==> config.mk <==
export PLATFORM = sky130hd
export DESIGN_NAME = eh2_lsu_ecc_corr_wb_flat
export DESIGN_NICKNAME = d
export VERILOG_FILES = /design/src/rtl/eh2_lsu_ecc_corr_wb_if.sv /design/src/rtl/eh2_lsu_ecc_corr_wb.sv /design/src/flat_wrapper.sv
export SDC_FILE = /design/constraint.sdc
export NUM_CORES = 1
export LEC_CHECK = 0
export CAP_MARGIN = 20
export CORE_MARGIN = 4
export CORE_UTILIZATION = 56
export DETAILED_ROUTE_END_ITERATION = 12
export PLACE_DENSITY_LB_ADDON = 0.25
export SYNTH_ARGS = -nofsm -noshare
export SYNTH_HDL_FRONTEND = slang
export SYNTH_SLANG_ARGS = --single-unit
==> constraint.sdc <==
create_clock -name clk -period 9.1 [get_ports clk]
set_clock_uncertainty 0.2 [all_clocks]
set_input_delay 2.73 -clock clk [delete_from_list [all_inputs] [get_ports clk]]
set_output_delay 2.73 -clock clk [all_outputs]
set_load 0.02 [all_outputs]
==> src/rtl/eh2_lsu_ecc_corr_wb_if.sv <==
`default_nettype none
// ============================================================================
// Module   : eh2_lsu_ecc_corr_wb_if
// Purpose  : Bundles the correction input, DCCM write-port request/grant and
//            status signals of the ECC correction write-back block.
//            master : correction source / write arbiter / TLU side
//            slave  : eh2_lsu_ecc_corr_wb
// Signals  : corr_valid, corr_addr, corr_data, ecc_disable, cnt_clr  (m->s)
//            wr_gnt                                                  (m->s)
//            wr_req, wr_addr, wr_data                                (s->m)
//            corr_cnt, full, drop_pulse, overflow                    (s->m)
// Revision : 1.0  initial release
// ============================================================================
interface eh2_lsu_ecc_corr_wb_if #(
    parameter int DCCM_BITS       = 16,
    parameter int DCCM_DATA_WIDTH = 32,
    parameter int DCCM_ECC_WIDTH  = 7,
    parameter int CNT_WIDTH       = 16
);
    logic                                      corr_valid;
    logic [DCCM_BITS-1:0]                      corr_addr;
    logic [DCCM_DATA_WIDTH-1:0]                corr_data;
    logic                                      ecc_disable;
    logic                                      wr_req;
    logic                                      wr_gnt;
    logic [DCCM_BITS-1:0]                      wr_addr;
    logic [DCCM_DATA_WIDTH+DCCM_ECC_WIDTH-1:0] wr_data;
    logic                                      cnt_clr;
    logic [CNT_WIDTH-1:0]                      corr_cnt;
    logic                                      full;
    logic                                      drop_pulse;
    logic                                      overflow;

    modport master (
        output corr_valid, corr_addr, corr_data, ecc_disable, wr_gnt, cnt_clr,
        input  wr_req, wr_addr, wr_data, corr_cnt, full, drop_pulse, overflow
    );

    modport slave (
        input  corr_valid, corr_addr, corr_data, ecc_disable, wr_gnt, cnt_clr,
        output wr_req, wr_addr, wr_data, corr_cnt, full, drop_pulse, overflow
    );
endinterface
`default_nettype wire

==> src/rtl/eh2_lsu_ecc_corr_wb.sv <==
`default_nettype none
// ============================================================================
// Module   : eh2_lsu_ecc_corr_wb
// Purpose  : Write-back of single-bit-corrected DCCM words. Corrected
//            {addr, data} pairs are queued in a small circular FIFO (with
//            same-word merging), SEC-DED check bits are regenerated from the
//            head entry, and the DCCM write port is requested until granted.
//            Also keeps a saturating corrected-error count and a sticky
//            overflow flag for dropped corrections.
// Ports    : clk, rst (sync, active-high)
//            bus.corr_valid/corr_addr/corr_data/ecc_disable : correction in
//            bus.wr_req/wr_gnt/wr_addr/wr_data              : DCCM write port
//            bus.cnt_clr/corr_cnt                           : error counter
//            bus.full/drop_pulse/overflow                   : queue status
// Revision : 1.0  initial release
// ============================================================================
module eh2_lsu_ecc_corr_wb #(
    parameter int DCCM_BITS       = 16,
    parameter int DCCM_DATA_WIDTH = 32,
    parameter int DCCM_ECC_WIDTH  = 7,
    parameter int DEPTH           = 2,
    parameter int CNT_WIDTH       = 16
) (
    input  logic                 clk,
    input  logic                 rst,
    eh2_lsu_ecc_corr_wb_if.slave bus
);
    localparam int c_PTR_W = $clog2(DEPTH);
    localparam int c_WA_W  = DCCM_BITS - 2;
    localparam logic [c_PTR_W:0] c_DEPTH_CNT = (c_PTR_W+1)'(DEPTH);

    // Hsiao/Hamming SEC-DED generator matching rvecc_encode bit for bit.
    function automatic logic [6:0] f_ecc(input logic [31:0] d);
        logic [6:0] e;
        e[0] = d[0]^d[1]^d[3]^d[4]^d[6]^d[8]^d[10]^d[11]^d[13]^d[15]^d[17]
             ^ d[19]^d[21]^d[23]^d[25]^d[26]^d[28]^d[30];
        e[1] = d[0]^d[2]^d[3]^d[5]^d[6]^d[9]^d[10]^d[12]^d[13]^d[16]^d[17]
             ^ d[20]^d[21]^d[24]^d[25]^d[27]^d[28]^d[31];
        e[2] = d[1]^d[2]^d[3]^d[7]^d[8]^d[9]^d[10]^d[14]^d[15]^d[16]^d[17]
             ^ d[22]^d[23]^d[24]^d[25]^d[29]^d[30]^d[31];
        e[3] = d[4]^d[5]^d[6]^d[7]^d[8]^d[9]^d[10]^d[18]^d[19]^d[20]^d[21]
             ^ d[22]^d[23]^d[24]^d[25];
        e[4] = d[11]^d[12]^d[13]^d[14]^d[15]^d[16]^d[17]^d[18]^d[19]^d[20]
             ^ d[21]^d[22]^d[23]^d[24]^d[25];
        e[5] = d[26]^d[27]^d[28]^d[29]^d[30]^d[31];
        e[6] = (^d) ^ (^e[5:0]);
        return e;
    endfunction

    // Queue storage and pointers
    logic [c_WA_W-1:0]          r_addr [DEPTH];
    logic [DCCM_DATA_WIDTH-1:0] r_data [DEPTH];
    logic [c_PTR_W-1:0]         r_head;
    logic [c_PTR_W-1:0]         r_tail;
    logic [c_PTR_W:0]           r_count;
    logic [CNT_WIDTH-1:0]       r_cnt;
    logic                       r_drop;
    logic                       r_ovf;

    logic                       w_empty;
    logic                       w_full;
    logic                       w_pop;
    logic                       w_accept;
    logic [DEPTH-1:0]           w_hit;
    logic                       w_merge;
    logic [c_PTR_W-1:0]         w_merge_idx;
    logic                       w_do_merge;
    logic                       w_push;
    logic                       w_drop;
    logic [DCCM_DATA_WIDTH-1:0] w_head_data;
    logic                       w_unused_addr_lsb;

    assign w_empty  = (r_count == '0);
    assign w_full   = (r_count == c_DEPTH_CNT);
    assign w_pop    = ~w_empty & bus.wr_gnt;
    assign w_accept = bus.corr_valid & ~bus.ecc_disable;

    // Byte offset within the word never takes part in matching or storage.
    assign w_unused_addr_lsb = ^bus.corr_addr[1:0];

    // An entry is live when its distance from the head is below the count.
    // The head entry being written this cycle is excluded from merging: its
    // data is already on the write port, so a new entry must be made.
    for (genvar gi = 0; gi < DEPTH; gi++) begin : g_match
        logic [c_PTR_W-1:0] w_off;
        logic               w_live;
        assign w_off    = c_PTR_W'(gi) - r_head;
        assign w_live   = ({1'b0, w_off} < r_count);
        assign w_hit[gi] = w_live
                         & ~(w_pop & (r_head == c_PTR_W'(gi)))
                         & (r_addr[gi] == bus.corr_addr[DCCM_BITS-1:2]);
    end

    always_comb begin
        w_merge_idx = '0;
        for (int i = DEPTH - 1; i >= 0; i--) begin
            if (w_hit[i]) begin
                w_merge_idx = c_PTR_W'(i);
            end
        end
    end

    assign w_merge    = |w_hit;
    assign w_do_merge = w_accept & w_merge;
    assign w_push     = w_accept & ~w_merge & (~w_full | w_pop);
    assign w_drop     = w_accept & ~w_merge & w_full & ~w_pop;

    always_ff @(posedge clk) begin
        if (rst) begin
            r_head  <= '0;
            r_tail  <= '0;
            r_count <= '0;
            r_cnt   <= '0;
            r_drop  <= 1'b0;
            r_ovf   <= 1'b0;
            for (int i = 0; i < DEPTH; i++) begin
                r_addr[i] <= '0;
                r_data[i] <= '0;
            end
        end else begin
            if (w_push) begin
                r_addr[r_tail] <= bus.corr_addr[DCCM_BITS-1:2];
                r_data[r_tail] <= bus.corr_data;
                r_tail         <= r_tail + 1'b1;
            end
            if (w_do_merge) begin
                r_data[w_merge_idx] <= bus.corr_data;
            end
            if (w_pop) begin
                r_head <= r_head + 1'b1;
            end
            case ({w_push, w_pop})
                2'b10:   r_count <= r_count + 1'b1;
                2'b01:   r_count <= r_count - 1'b1;
                default: r_count <= r_count;
            endcase

            // Clear has priority over a same-cycle increment.
            if (bus.cnt_clr) begin
                r_cnt <= '0;
            end else if ((w_push | w_do_merge) && (r_cnt != {CNT_WIDTH{1'b1}})) begin
                r_cnt <= r_cnt + 1'b1;
            end

            r_drop <= w_drop;
            if (w_drop) begin
                r_ovf <= 1'b1;
            end
        end
    end

    // Write port is quiet (all zero) whenever the queue is empty.
    assign w_head_data = w_empty ? '0 : r_data[r_head];
    assign bus.wr_req  = ~w_empty;
    assign bus.wr_addr = w_empty ? '0 : {r_addr[r_head], 2'b00};
    assign bus.wr_data = {f_ecc(w_head_data), w_head_data};

    assign bus.corr_cnt   = r_cnt;
    assign bus.full       = w_full;
    assign bus.drop_pulse = r_drop;
    assign bus.overflow   = r_ovf;
endmodule
`default_nettype wire

==> src/flat_wrapper.sv <==
// flat-port wrapper written by rule: the top's interface ports become plain ports
module eh2_lsu_ecc_corr_wb_flat 
#(
    parameter int DCCM_BITS       = 16,
    parameter int DCCM_DATA_WIDTH = 32,
    parameter int DCCM_ECC_WIDTH  = 7,
    parameter int DEPTH           = 2,
    parameter int CNT_WIDTH       = 16
)
  (clk, rst, bus_corr_valid, bus_corr_addr, bus_corr_data, bus_ecc_disable, bus_wr_gnt, bus_cnt_clr, bus_wr_req, bus_wr_addr, bus_wr_data, bus_corr_cnt, bus_full, bus_drop_pulse, bus_overflow);
  eh2_lsu_ecc_corr_wb_if #(.DCCM_BITS(DCCM_BITS), .DCCM_DATA_WIDTH(DCCM_DATA_WIDTH), .DCCM_ECC_WIDTH(DCCM_ECC_WIDTH), .CNT_WIDTH(CNT_WIDTH)) bus_i ();
  input  logic clk;
  input  logic rst;
  input wire logic [$bits(bus_i.corr_valid)-1:0] bus_corr_valid;
  input wire logic [$bits(bus_i.corr_addr)-1:0] bus_corr_addr;
  input wire logic [$bits(bus_i.corr_data)-1:0] bus_corr_data;
  input wire logic [$bits(bus_i.ecc_disable)-1:0] bus_ecc_disable;
  input wire logic [$bits(bus_i.wr_gnt)-1:0] bus_wr_gnt;
  input wire logic [$bits(bus_i.cnt_clr)-1:0] bus_cnt_clr;
  output wire logic [$bits(bus_i.wr_req)-1:0] bus_wr_req;
  output wire logic [$bits(bus_i.wr_addr)-1:0] bus_wr_addr;
  output wire logic [$bits(bus_i.wr_data)-1:0] bus_wr_data;
  output wire logic [$bits(bus_i.corr_cnt)-1:0] bus_corr_cnt;
  output wire logic [$bits(bus_i.full)-1:0] bus_full;
  output wire logic [$bits(bus_i.drop_pulse)-1:0] bus_drop_pulse;
  output wire logic [$bits(bus_i.overflow)-1:0] bus_overflow;
  assign bus_i.corr_valid = bus_corr_valid;
  assign bus_i.corr_addr = bus_corr_addr;
  assign bus_i.corr_data = bus_corr_data;
  assign bus_i.ecc_disable = bus_ecc_disable;
  assign bus_i.wr_gnt = bus_wr_gnt;
  assign bus_i.cnt_clr = bus_cnt_clr;
  assign bus_wr_req = bus_i.wr_req;
  assign bus_wr_addr = bus_i.wr_addr;
  assign bus_wr_data = bus_i.wr_data;
  assign bus_corr_cnt = bus_i.corr_cnt;
  assign bus_full = bus_i.full;
  assign bus_drop_pulse = bus_i.drop_pulse;
  assign bus_overflow = bus_i.overflow;
  eh2_lsu_ecc_corr_wb #(.DCCM_BITS(DCCM_BITS), .DCCM_DATA_WIDTH(DCCM_DATA_WIDTH), .DCCM_ECC_WIDTH(DCCM_ECC_WIDTH), .DEPTH(DEPTH), .CNT_WIDTH(CNT_WIDTH)) u_core (.clk(clk), .rst(rst), .bus(bus_i));
endmodule
==> summary.md <==
| Metric | Value |
|---|---|
| Hold depth | `1` |
| Actual slew at the worst max-slew pin | `979 ps` |
| IO buf count | `124` |
| Layout cells sized above 1 | `0.0890` |
| RSZ-0062 raised after global routing | `no` |
| Vias in the first global route | `4707` |
| Routed WL | `14100 um` |
| Reg clk slew, reported paths | `50 ps` |
| Via count | `4479` |
| PwrDens | `199 nW/um^2` |
| FP Rows | `38` |
| HPWL after DPL | `9800 um` |
| Worst relative slew slack | `0.348` |
| Setup TNS | `0 ps` |
| Worst Hold Slack | `255 ps` |
| Max Slew Vio Count | `0` |
| Max-Cap Viols | `0` |
| Drt first pass iters | `7` |
| Root buffer cell | `clkbuf_16` |
| Critical path's most frequent cell | `xnor2_1` |
| Initial drt markers | `206` |
| Synthesized area | `6420 um^2` |
| CTS-repair resized insts | `0` |
| FF+latch count, synth | `115` |
| Kind of critical path | `flop to output port` |
| Avg Cell Area, Syn | `11.4 um^2` |
| Synth warn | `0` |
| # fillers | `747` |
| Most frequent cells in the layout | `124 x clkdlybuf4s50_1, 93 x and2_1, 92 x edfxtp_1, 62 x nor2_1, 54 x xnor2_1` |
| Routed length per instance | `16.9 um` |
| Most used DFF post-synth | `edfxtp_1` |
| Crit path capture type | `output port` |
| Period minus WS final | `7050 ps` |
| Multi-input gate area | `3000 um^2` |
| Outcome | `finished clean` |
| First-pass GRT wire length | `22800 um` |
| Num ports | `129` |
| CP Depth | `9` |
| CP Buf/Inv Count | `1` |
| Slowest stage delay, CP | `980 ps` |
| Largest net degree at the start of global routing | `59` |
| Peak Freq | `142 MHz` |
| Commonest non-fill, non-tap cell in the layout | `clkdlybuf4s50_1` |
| Initial antenna violation count | `0` |
| Synthesized instance count | `563` |
| Core Util, Final | `0.755` |
| Number of H-tree levels | `4` |
| Total GRT Usage | `0.222` |
| Max clock buf depth | `2` |
| # DRC | `0` |
| CTS Sinks | `115` |
| CP top delay family | `XOR/XNOR gates` |
| Critical-path cell list | `mux2i_1 > nor2_2 > xnor2_1 > xnor2_2 > xnor2_1 > xnor2_1 > xnor3_1 > xnor3_1 > clkdlybuf4s50_1` |
| Floorplan die width | `115 um` |
| Asr flop ratio synth | `0` |
| Routability cong. | `0.846` |
| Final setup violation count | `0` |
| Starting Density | `0.582` |
| N_diodes | `0` |
| CTS buffer count | `17` |
| Startpoint Class | `flop` |
| Critical Path RT | `6170 ps` |
| Maximum vdd ir drop | `0.000333 V` |
| Sequential share of the synthesized area | `0.502` |
| Area occupied by registers | `3230 um^2` |
| Total power | `0.00166 W` |
| Placed Instance Area | `7710 um^2` |
| Synth cell types | `45` |
| Final instance area | `8330 um^2` |
| Gr ovfl total | `0` |
| Number of enable flip-flop cells after synthesis | `92` |
| Slowest CP cell | `dfxtp_4` |
| Layout net count | `741` |
| Clock Latency Late Sink | `410 ps` |
| Core region area | `11000 um^2` |
| Reg2reg path depth | `10` |
| Setup Fix Bufs, Post-CTS | `0` |
| CTS hold repair buffers | `0` |
| Area grow syn2layout | `29.8%` |
| CTS tree | `done` |
| Detail Route Antenna Nets | `0` |
| Hold Vio Cnt, Final | `0` |
| Total die area | `13200 um^2` |
| Via density | `5.35` |
| Pleak | `2.99 nW` |
| Min-delay worst type | `flop to flop` |
| Critical Path Fanout Max | `58` |
| Worst EP arrival | `4120 ps` |
| Tcrit/Tclk final | `0.775` |
| Die Y | `115 um` |
cell type report:
class | instances | share of cell area
flip-flops and latches | 115 | 0.388
multi-input cells | 413 | 0.360
repair buffers | 129 | 0.154
clock buffers | 18 | 0.0515
clock inverters | 14 | 0.0225
well taps | 140 | 0.0210
inverters | 8 | 0.00361
sequential cells by signal, summed over array words and instances, names as in the netlist, named ones only:
name                   count
u_core.r_addr             28
u_core.bus.overflow        1
u_core.r_data             64
u_core.bus.corr_cnt       16
u_core.bus.drop_pulse      1
u_core.r_tail              1
u_core.r_head              1
u_core.r_count             2
through the flow:
step | setup WS (ps) | std cells
2_1_floorplan | 3390 | 564
5_1_grt | 1780 | 837
4_1_cts | 1970 | 837
3_5_place_dp | 2470 | 805
6_report | 2050 | 837
3_3_place_gp | 2570 | 805
logic make-up (layout without fill, tap and decap cells):
| kind of cell | Yosys count | in the layout | share of synthesized area |
|---|---|---|---|
| AO/OA/AOI/OAI | 27 | 27 | 0.0304 |
| multiplexers | 51 | 51 | 0.0796 |
| XOR/XNOR | 107 | 107 | 0.159 |
| other | 1 | 2 | 0.000584 |
| adder cells (fa/ha/maj) | 3 | 3 | 0.00585 |
| flip-flops | 115 | 115 | 0.502 |
| buffers and inverters | 36 | 169 | 0.0324 |
| AND/OR/NAND/NOR | 223 | 223 | 0.190 |
synth_stat cells (all sizes together) (4+ instances only):
| cell | n | area share |
|---|---|---|
| a211oi | 6 | 0.011 |
| buf | 15 | 0.020 |
| xnor3 | 4 | 0.014 |
| edfxtp | 92 | 0.43 |
| o21ai | 7 | 0.0055 |
| or2 | 7 | 0.0068 |
| nand2 | 11 | 0.0064 |
| nor2 | 70 | 0.046 |
| and2 | 93 | 0.091 |
| mux2i | 51 | 0.080 |
| dfxtp | 23 | 0.072 |
| a21oi | 8 | 0.0062 |
| xnor2 | 58 | 0.084 |
| or3 | 5 | 0.0049 |
| nor3 | 8 | 0.0062 |
| clkbuf | 13 | 0.0076 |
| inv | 8 | 0.0047 |
| xor2 | 45 | 0.061 |
| nand4 | 4 | 0.0039 |
| nor4 | 9 | 0.0088 |
| nand3 | 6 | 0.0047 |
layer usage:
metal | vias up | track usage | part of all wire
met3 | 17 | 0.0600 | 0.064
li1 | 2160 | - | -
met2 | 151 | 0.394 | 0.52
met5 | - | 0 | 0
met4 | 0 | 0.0743 | 0.013
met1 | 2151 | 0.260 | 0.40
where the power goes:
group / internal [W] / switching (W)
Clock: 0.000456 / 0.000232
Sequential: 0.000594 / 0.0000225
Combinational: 0.000184 / 0.000170
worst reg2reg max path: stages, from the launching register on:
cell	delay (ps)
dfxtp_1	420
nor2_8	680
inv_1	260
and2_1	280
ha_1	200
nor4_1	300
nand4_1	230
a21boi_0	200
nor3b_2	170
buf_4	310
or2_2	720
final timing paths:
kind,startpoint,end,slack (ps)
worst min register to register,u_core.bus.overflow,u_core.bus.overflow,250
worst max-delay path,flop,bus_wr_data[38],2050
worst min-delay path,u_core.bus.overflow,u_core.bus.overflow,250
worst max register to register,u_core.r_count[1],u_core.r_data[1][20],4720
No activity file was read; power rests on OpenSTA's default activity.
